## src/rtl/hart_pattern_gen_pkg.sv

```systemverilog
// Shared definitions for the hart sample bus: widths, reset/clamp defaults, generator states.
package hart_pattern_gen_pkg;

  localparam int unsigned HART_W = 6;
  localparam int unsigned STEP_W = 3;

  // Defaults shared with the stress/heart detectors so reset values stay aligned.
  localparam int unsigned DEF_RESET_HART   = 50;
  localparam int unsigned DEF_MIN_HART     = 20;
  localparam int unsigned DEF_MAX_HART     = 63;
  localparam int unsigned DEF_HOLD_SAMPLES = 3;

  typedef enum logic [1:0] {
    IDLE      = 2'd0,
    RAMP_UP   = 2'd1,
    RAMP_DOWN = 2'd2,
    HOLD      = 2'd3
  } hart_state_e;

  function automatic logic [HART_W-1:0] clamp_hart(input logic [HART_W-1:0] v,
                                                   input int unsigned lo,
                                                   input int unsigned hi);
    logic [HART_W-1:0] r;
    r = v;
    if (v < HART_W'(lo)) r = HART_W'(lo);
    else if (v > HART_W'(hi)) r = HART_W'(hi);
    return r;
  endfunction

endpackage

```

## src/rtl/hart_pattern_gen_step.sv

```systemverilog
// Saturating single step of cur toward tgt by at most step; lands exactly on tgt.
module hart_step_unit
  import hart_pattern_gen_pkg::*;
(
  input  logic [HART_W-1:0] cur,
  input  logic [HART_W-1:0] tgt,
  input  logic [STEP_W-1:0] step,
  output logic [HART_W-1:0] nxt,
  output logic              arrived
);

  localparam int unsigned EXT_W = HART_W + 1;

  logic [EXT_W-1:0] diff;

  always_comb begin
    nxt     = cur;
    arrived = 1'b0;
    if (tgt >= cur) diff = {1'b0, tgt} - {1'b0, cur};
    else            diff = {1'b0, cur} - {1'b0, tgt};

    // Within one step of the target: snap to it instead of overshooting.
    if (diff <= EXT_W'(step)) begin
      nxt     = tgt;
      arrived = 1'b1;
    end else if (tgt > cur) begin
      nxt = HART_W'({1'b0, cur} + EXT_W'(step));
    end else begin
      nxt = HART_W'({1'b0, cur} - EXT_W'(step));
    end
  end

endmodule

```

## src/rtl/hart_pattern_gen.sv

```systemverilog
// Heart-rate sample generator: accepts a target, ramps hart toward it per sample strobe, then holds.
module hart_pattern_gen
  import hart_pattern_gen_pkg::*;
#(
  parameter int unsigned RESET_HART   = DEF_RESET_HART,
  parameter int unsigned MIN_HART     = DEF_MIN_HART,
  parameter int unsigned MAX_HART     = DEF_MAX_HART,
  parameter int unsigned HOLD_SAMPLES = DEF_HOLD_SAMPLES
)(
  input  logic              slow,
  input  logic              reset,
  input  logic              sample_en,
  input  logic              tgt_valid,
  output logic              tgt_ready,
  input  logic [HART_W-1:0] tgt_hart,
  input  logic [STEP_W-1:0] tgt_step,
  output logic [HART_W-1:0] hart,
  output logic              rising,
  output logic              falling,
  output logic              stable
);

  localparam int unsigned CNT_W = (HOLD_SAMPLES < 1) ? 1 : $clog2(HOLD_SAMPLES + 1);

  hart_state_e       state_q, state_d;
  logic [HART_W-1:0] hart_q, hart_d;
  logic [HART_W-1:0] tgt_q, tgt_d;
  logic [STEP_W-1:0] step_q, step_d;
  logic [CNT_W-1:0]  cnt_q, cnt_d;
  logic              stable_q, stable_d;
  logic              rising_q, falling_q;

  logic [HART_W-1:0] clamped;
  logic [HART_W-1:0] step_nxt;
  logic              step_arrived;
  logic              accept;

  assign tgt_ready = (state_q == IDLE) || (state_q == HOLD);
  assign accept    = tgt_valid && tgt_ready;
  assign clamped   = clamp_hart(tgt_hart, MIN_HART, MAX_HART);

  hart_step_unit u_step (
    .cur     (hart_q),
    .tgt     (tgt_q),
    .step    (step_q),
    .nxt     (step_nxt),
    .arrived (step_arrived)
  );

  always_ff @(posedge slow) begin
    if (!reset) begin
      state_q   <= IDLE;
      hart_q    <= HART_W'(RESET_HART);
      tgt_q     <= HART_W'(RESET_HART);
      step_q    <= STEP_W'(1);
      cnt_q     <= '0;
      stable_q  <= 1'b0;
      rising_q  <= 1'b0;
      falling_q <= 1'b0;
    end else begin
      state_q   <= state_d;
      hart_q    <= hart_d;
      tgt_q     <= tgt_d;
      step_q    <= step_d;
      cnt_q     <= cnt_d;
      stable_q  <= stable_d;
      rising_q  <= (state_d == RAMP_UP);
      falling_q <= (state_d == RAMP_DOWN);
    end
  end

  always_comb begin
    state_d  = state_q;
    hart_d   = hart_q;
    tgt_d    = tgt_q;
    step_d   = step_q;
    cnt_d    = cnt_q;
    stable_d = stable_q;

    // Accept takes priority and never moves hart; stepping starts on a later strobe.
    if (accept) begin
      tgt_d    = clamped;
      step_d   = (tgt_step == '0) ? STEP_W'(1) : tgt_step;
      cnt_d    = '0;
      stable_d = 1'b0;
      if (clamped > hart_q)      state_d = RAMP_UP;
      else if (clamped < hart_q) state_d = RAMP_DOWN;
      else                       state_d = HOLD;
    end else begin
      unique case (state_q)
        IDLE: stable_d = 1'b0;
        RAMP_UP, RAMP_DOWN: begin
          if (sample_en) begin
            hart_d = step_nxt;
            if (step_arrived) begin
              state_d = HOLD;
              cnt_d   = '0;
            end
          end
        end
        HOLD: begin
          if (sample_en) begin
            if (cnt_q < CNT_W'(HOLD_SAMPLES)) cnt_d = cnt_q + CNT_W'(1);
            stable_d = (cnt_d == CNT_W'(HOLD_SAMPLES));
          end
        end
        default: state_d = IDLE;
      endcase
    end
  end

  assign hart    = hart_q;
  assign rising  = rising_q;
  assign falling = falling_q;
  assign stable  = stable_q;

endmodule

```

## config.mk

```make
export PLATFORM = sky130hd
export DESIGN_NAME = hart_pattern_gen
export DESIGN_NICKNAME = d
export VERILOG_FILES = /design/src/rtl/hart_pattern_gen_pkg.sv /design/src/rtl/hart_pattern_gen_step.sv /design/src/rtl/hart_pattern_gen.sv
export SDC_FILE = /design/constraint.sdc
export NUM_CORES = 1
export LEC_CHECK = 0
export CAP_MARGIN = 20
export CORE_MARGIN = 2
export CORE_UTILIZATION = 50
export CTS_BUF_LIST = sky130_fd_sc_hd__clkbuf_4 sky130_fd_sc_hd__clkbuf_8 sky130_fd_sc_hd__clkbuf_16
export DETAILED_ROUTE_END_ITERATION = 8
export PLACE_DENSITY_LB_ADDON = 0.05
export SETUP_SLACK_MARGIN = 0.15
export SYNTH_ARGS = -nofsm -noshare
export SYNTH_HDL_FRONTEND = slang
export SYNTH_SLANG_ARGS = --single-unit
```

## constraint.sdc

```tcl
create_clock -name slow -period 10.2 [get_ports slow]
set_input_delay 2.55 -clock slow [delete_from_list [all_inputs] [get_ports slow]]
set_output_delay 2.55 -clock slow [all_outputs]
set_load 0.01 [all_outputs]
```

## Yosys cells after proc, flatten, opt, wreduce, memory -nomap -nowiden

Cells that the tools add are included.

- Register bits: 22
- Bits in latches: 0
- Bits in writable memories: 0
- Bits in read-only memories: 0
- Output and inout bits: 10
- Memories kept: 0

- Add/subtract/negate cells: 5
- $mul: 0
- Divide/modulo/power cells: 0
- $lt $le $gt $ge: 8
- Equal/unequal tests: 9
- Shift-type cells: 0
- Muxes and demuxes: 23
- Bitwise gates (word level): 2
- Reductions and logical operators: 11

Operators by type and width:

| kind | count |
|---|---|
| $mux W2 | 12 |
| $mux W6 | 4 |
| $sub A6 B6 Y7 | 2 |
| $gt A6 B6 Y1 | 2 |
| $eq A2 B2 Y1 const B | 4 |
| $le A7 B3 Y1 | 1 |
| $mux W7 | 1 |
| $add A6 B3 Y6 | 1 |
| $ge A6 B6 Y1 | 1 |
| $gt A6 B6 Y1 const B | 1 |
| $lt A6 B5 Y1 const B | 1 |
| $lt A6 B6 Y1 | 1 |
| $ne A2 B2 Y1 const B | 3 |
| $sub A6 B3 Y6 | 1 |
| $eq A2 B1 Y1 const B | 2 |
| $pmux W2 S2 | 1 |
| $reduce_and A4 Y1 | 1 |
| $reduce_bool A2 Y1 | 2 |
| $reduce_or A2 Y1 | 2 |
| $logic_not A3 Y1 | 1 |
| $mux W1 | 3 |
| $mux W3 | 1 |
| $reduce_and A3 Y1 | 1 |
| $add A2 B1 Y2 const B | 1 |
| 7 further kinds | 8 |

## Logic depth before layout (Yosys ltp)

- Depth in word-level cells: 9
- Depth in mapped cells: 17
- Mapped depth without buffers: 15

## Modules after synthesis

Synthesis repeated with hierarchy kept, for this count alone.

- Cell total of the unflattened synthesis: 250
- Area total of the unflattened synthesis: 2044.5 um^2

Modules (own cells, without submodules):

| module | times used | cells each | area each (um^2) |
|---|---|---|---|
| hart_pattern_gen | 1 | 130 | 1066.0 |
| hart_step_unit | 1 | 120 | 978.4 |

## Worst setup path after synthesis

No wires, ideal clock.

- Kind: input-to-reg
- Start: input tgt_hart[2]
- End: register rising_q (netlist: rising)
- Library setup time: 0.116 ns
- Arrival time: 4.181 ns
- Path slack: 5.903 ns
- Stages on the path: 11
- Path buffers: 0
- Cells stage by stage: o21ai_0 > nand2b_1 > and2_1 > ha_1 > nor2b_1 > o21ai_0 > nand2b_1 > a21oi_1 > o21ai_0 > and3_1 > o211a_1

- Cells in the longest elaborated chain, start to end: 8

RTL lines:

| element | RTL line | text |
|---|---|---|
| start, declared | hart_pattern_gen.sv:15 | `input logic [HART_W-1:0] tgt_hart,` |
| $gt A6 B6 Y1 | hart_pattern_gen_pkg.sv:26 | `else if (v > HART_W'(hi)) r = HART_W'(hi);` |
| $mux W6 | hart_pattern_gen_pkg.sv:26 |  |
| $mux W6 (*) | hart_pattern_gen_pkg.sv:25 | `if (v < HART_W'(lo)) r = HART_W'(lo);` |
| net clamped[1] | hart_pattern_gen.sv:33 | `logic [HART_W-1:0] clamped;` |
| $lt A6 B6 Y1 | hart_pattern_gen.sv:87 | `else if (clamped < hart_q) state_d = RAMP_DOWN;` |
| $mux W1 | hart_pattern_gen.sv:87 |  |
| $mux W2 (*) | hart_pattern_gen.sv:86 | `if (clamped > hart_q) state_d = RAMP_UP;` |
| $mux W2 (*) | hart_pattern_gen.sv:81 | `if (accept) begin` |
| $eq A2 B1 Y1 (*) | hart_pattern_gen.sv:67 | `rising_q <= (state_d == RAMP_UP);` |
| end signal, assigned | hart_pattern_gen.sv:67 |  |
| end, declared | hart_pattern_gen.sv:31 | `logic rising_q, falling_q;` |

The timed path passes the listed nets; every way through them passes the cells marked *.
A chain may end at the register's enable or synchronous reset.

## Worst setup path in the final report

Ends and elaborated chain as after synthesis.

==> Flow_metrics.wiki <==
{| class="wikitable"
! Metric !! Value
|-
| Most common cell after layout, fill and taps aside || ha_1
|-
| Critical path endpoint category || flip-flop
|-
| Post-detailed-placement half-perimeter wirelength || 3.76 mm
|-
| Hold violation count in the final report || 0
|-
| Worst path most repeated cell || o21ai_0
|-
| Largest net degree at the start of global routing || 22
|-
| Cell breakdown of the critical path || clkdlybuf4s50_1, o21ai_0, nand2b_1, and2_1, ha_1, nor2b_1, o21ai_0, nand2b_1, a21oi_1, o21ai_0, and3_1, o211a_1
|-
| Most area-hungry cell type in the Yosys netlist || dfxtp_1
|-
| EDFF count, synth || 0
|-
| Cells after synthesis || 250
|-
| Leakage power || 1.00 nW
|-
| Maximum net fanout on the critical path || 5
|-
| Final setup violation count || 0
|-
| Total gr overflow || 0
|-
| Logic depth of the worst register-to-register path || 15
|-
| Final cell count without fillers || 317
|-
| Power per standard cell area || 366 mW/mm2
|-
| Post_cts resized || 0
|-
| Instance count after placement with tap cells included || 312
|-
| Most frequent cells in the layout || ha_1, inv_1, dfxtp_1, clkdlybuf4s50_1, nand2_1
|-
| Number of port buffers || 22
|-
| Number of antenna diodes || 0
|-
| Number of logic stages on the critical path including buffering || 12
|-
| Global-route wire length before repair || 7.51 mm
|-
| Reg-to-reg critical path startpoint || hart[1]
|-
| Remaining max-slew budget at the tightest pin || 0.504
|-
| Starting utilization of the core area || 0.518
|-
| Overall die width || 68.1 um
|-
| Max_cap viols || 0
|-
| CP max stage delay || 0.41 ns
|-
| GPL Wtd Cong || 0.867
|-
| Die area || 0.00464 mm2
|-
| Post-Route Hold Slack || 0.487 ns
|-
| Post-layout net count || 314
|-
| Register-to-register setup slack || 5.58 ns
|-
| Clock slew at the register clock pins of the worst setup and hold paths || 0.09 ns
|-
| Setup Skew || 0.0140 ns
|-
| Setup Slack @ Placement || 5.30 ns
|-
| Mapped Area || 0.00206 mm2
|-
| Sinks on the clock net || 22
|-
| Required time of the critical path || 10.37 ns
|-
| Core footprint || 0.00397 mm2
|-
| Die extent in y || 68.1 um
|-
| Row Count || 23
|-
| Count of cell types in the netlist || 57
|-
| Clk Latency, worst-skew pair || 0.27 ns
|-
| Post-DRT Antenna Nets || 0
|-
| Pin slew with the least headroom to its limit || 0.742 ns
|-
| Capture point of the worst reg-to-reg path || cnt_q[0]
|-
| Setup bufs post-CTS || 0
|-
| Most frequently used flop master after synthesis || dfxtp_1
|-
| Cts hold-fix bufs || 0
|-
| Maximum level of the CTS H-tree || 1
|-
| Critical Path Sink || rising
|-
| Maximum clock frequency || 0.216 GHz
|-
| Worst path arrival time || 4.80 ns
|-
| Outcome || completed
|-
| Total via count in the routed design || 1802
|-
| Class of the most critical hold timing path || reg -> reg
|-
| Number of antenna violations at the first check in global routing || 0
|-
| Worst-path cell with the longest stage delay || clkdlybuf4s50_1
|-
| FF+latch count, synth || 22
|-
| Post-detailed-route via-to-cell ratio || 5.68
|-
| Number of placed I/O pins || 23
|-
| Worst Path Class, Setup || in -> reg
|-
| Post-detailed-route wirelength per cell || 14.8 um
|-
| Mean post-synth cell area || 8.23 um2
|-
| Largest cells by area after synthesis || dfxtp_1, ha_1, inv_1, nand2_1, a21oi_1
|-
| Unrepaired setup endpoints after global routing || false
|-
| Net count after synthesis || 296
|-
| Cell at the root of the clock tree || clkbuf_8
|-
| Start point of the critical path || tgt_hart[2]
|-
| Hold depth || 2
|-
| Clock buffer count from CTS || 3
|-
| Dominant delay contributor by cell family on the critical path || compound AO/OA/AOI/OAI gates
|-
| Worst ir drop on vdd || 0.239 mV
|-
| Layout cells sized above 1 || 0.0637
|-
| Top-area cell type share of the netlist area || 0.214
|-
| Worst path bufs/invs || 1
|-
| Top Usage Layer GRT || met2
|-
| Total iterations of the first detailed-routing run || 5
|-
| Clock tree from TritonCTS || done
|-
| Startpoint type of the worst setup path || input port
|-
| Total routing usage reported by global routing || 0.214
|-
| Met1 track demand over resource || 0.324
|-
| Total Wirelength || 4.68 mm
|-
| 1st-iter DRT viols || 60
|-
| Max Buffers Root-to-Sink || 2
|-
| Met2 usage in global routing || 0.331
|-
| Aggregate negative setup slack || 0 ns
|-
| Clock period minus final worst setup slack || 4.63 ns
|-
| Vias in the first global route || 1542
|-
| Count of unresolved DRC violations after routing || 0
|-
| Final worst path period share || 0.454
|-
| GRT met3 Usage || 0.0345
|-
| Slew Limit Fails || 0
|-
| Share of async-settable or async-resettable flops after synthesis || 0
|-
| Setup ws final || 5.57 ns
|-
| Yosys Warn Count || 0
|-
| Layout Area Growth over Synthesis || 15.0%
|-
| Sequential cell area fraction in the yosys report || 0.214
|-
| FILL cells || 371
|}
==> Yosys cell counts, types with 2 or more instances <==
cell       count
mux2i_1        5
nand2_1       21
a2bb2oi_1      2
o211a_1        2
a21o_1         4
o211ai_1       6
nor2b_1        6
nor2_1         9
xnor2_1        2
ha_1          30
nand4_1        2
and2_1         3
fa_1           3
dfxtp_1       22
xor2_1         4
clkbuf_1       7
o2111ai_1      2
inv_1         25
nand2b_1       7
nor3b_1        2
nand3_1        9
a311oi_1       4
a21oi_1       15
o21a_1         2
nor4_1         2
buf_6          2
or3_1          2
nor3_1         4
o21ai_0       11
o31ai_1        2
a31oi_1        4
a211oi_1       3
mux2_2         2
==> metal layers <==
metal	part of all wire	vias up
li1	-	936
met1	0.52	820
met2	0.43	46
met3	0.046	0
met4	0	0
met5	0	-
==> kinds of logic after synthesis <==
group	Yosys count	share of synthesized area
AO/OA/AOI/OAI	67	0.231
XOR/XNOR	6	0.0255
adder cells (fa/ha/maj)	33	0.212
buffers and inverters	36	0.0736
flip-flops	22	0.214
multiplexers	7	0.0353
AND/OR/NAND/NOR	79	0.209
==> report_power, final <==
part / switching (mW) / internal (mW)
Combinational: 0.360 / 0.286
Clock: 0.0294 / 0.0525
Sequential: 0.0255 / 0.112
==> flip-flops by register name (all words and copies together), names as in the netlist <==
signal,count
tgt_q,6
stable,1
falling,1
hart,6
cnt_q,2
state_q,2
step_q,3
rising,1
==> cell type report <==
class	instances	area, um2	share of cell area
clock buffer	3	41.3	0.0175
clock inverter	1	30.0	0.0127
inverter	26	97.6	0.0413
multi-input combinational	192	1470	0.620
sequential	22	440	0.186
tap	50	62.6	0.0265
timing repair buffer	23	228	0.0963
==> per-stage QoR <==
stage | area, um2 | utilization | power, mW
2_1_floorplan | 2060 | - | 0.644
3_3_place_gp | 2290 | 0.576 | 0.774
3_5_place_dp | 2290 | 0.576 | 0.778
4_1_cts | 2360 | 0.594 | 0.862
5_1_grt | 2360 | 0.595 | 0.952
6_report | 2360 | 0.595 | 0.865
==> how the worst min path moves through the flow <==
stage / from / to / slack (ns)
floorplan: step_q[1] / step_q[1] / 0.45
global placement: stable / stable / 0.48
detailed placement: stable / stable / 0.48
CTS: stable / stable / 0.50
global route: state_q[1] / falling / 0.54
finish: stable / stable / 0.49
==> worst reg2reg max path, delay by kind of cell (launching register included) <==
family          cells  cell delay, ns
compound gates      7            2.09
fa+ha+maj           2            0.66
simple gates        4            0.65
flops               1            0.53
mux                 1            0.37
buf+inv             1            0.21
No activity file was read; power rests on OpenSTA's default activity.
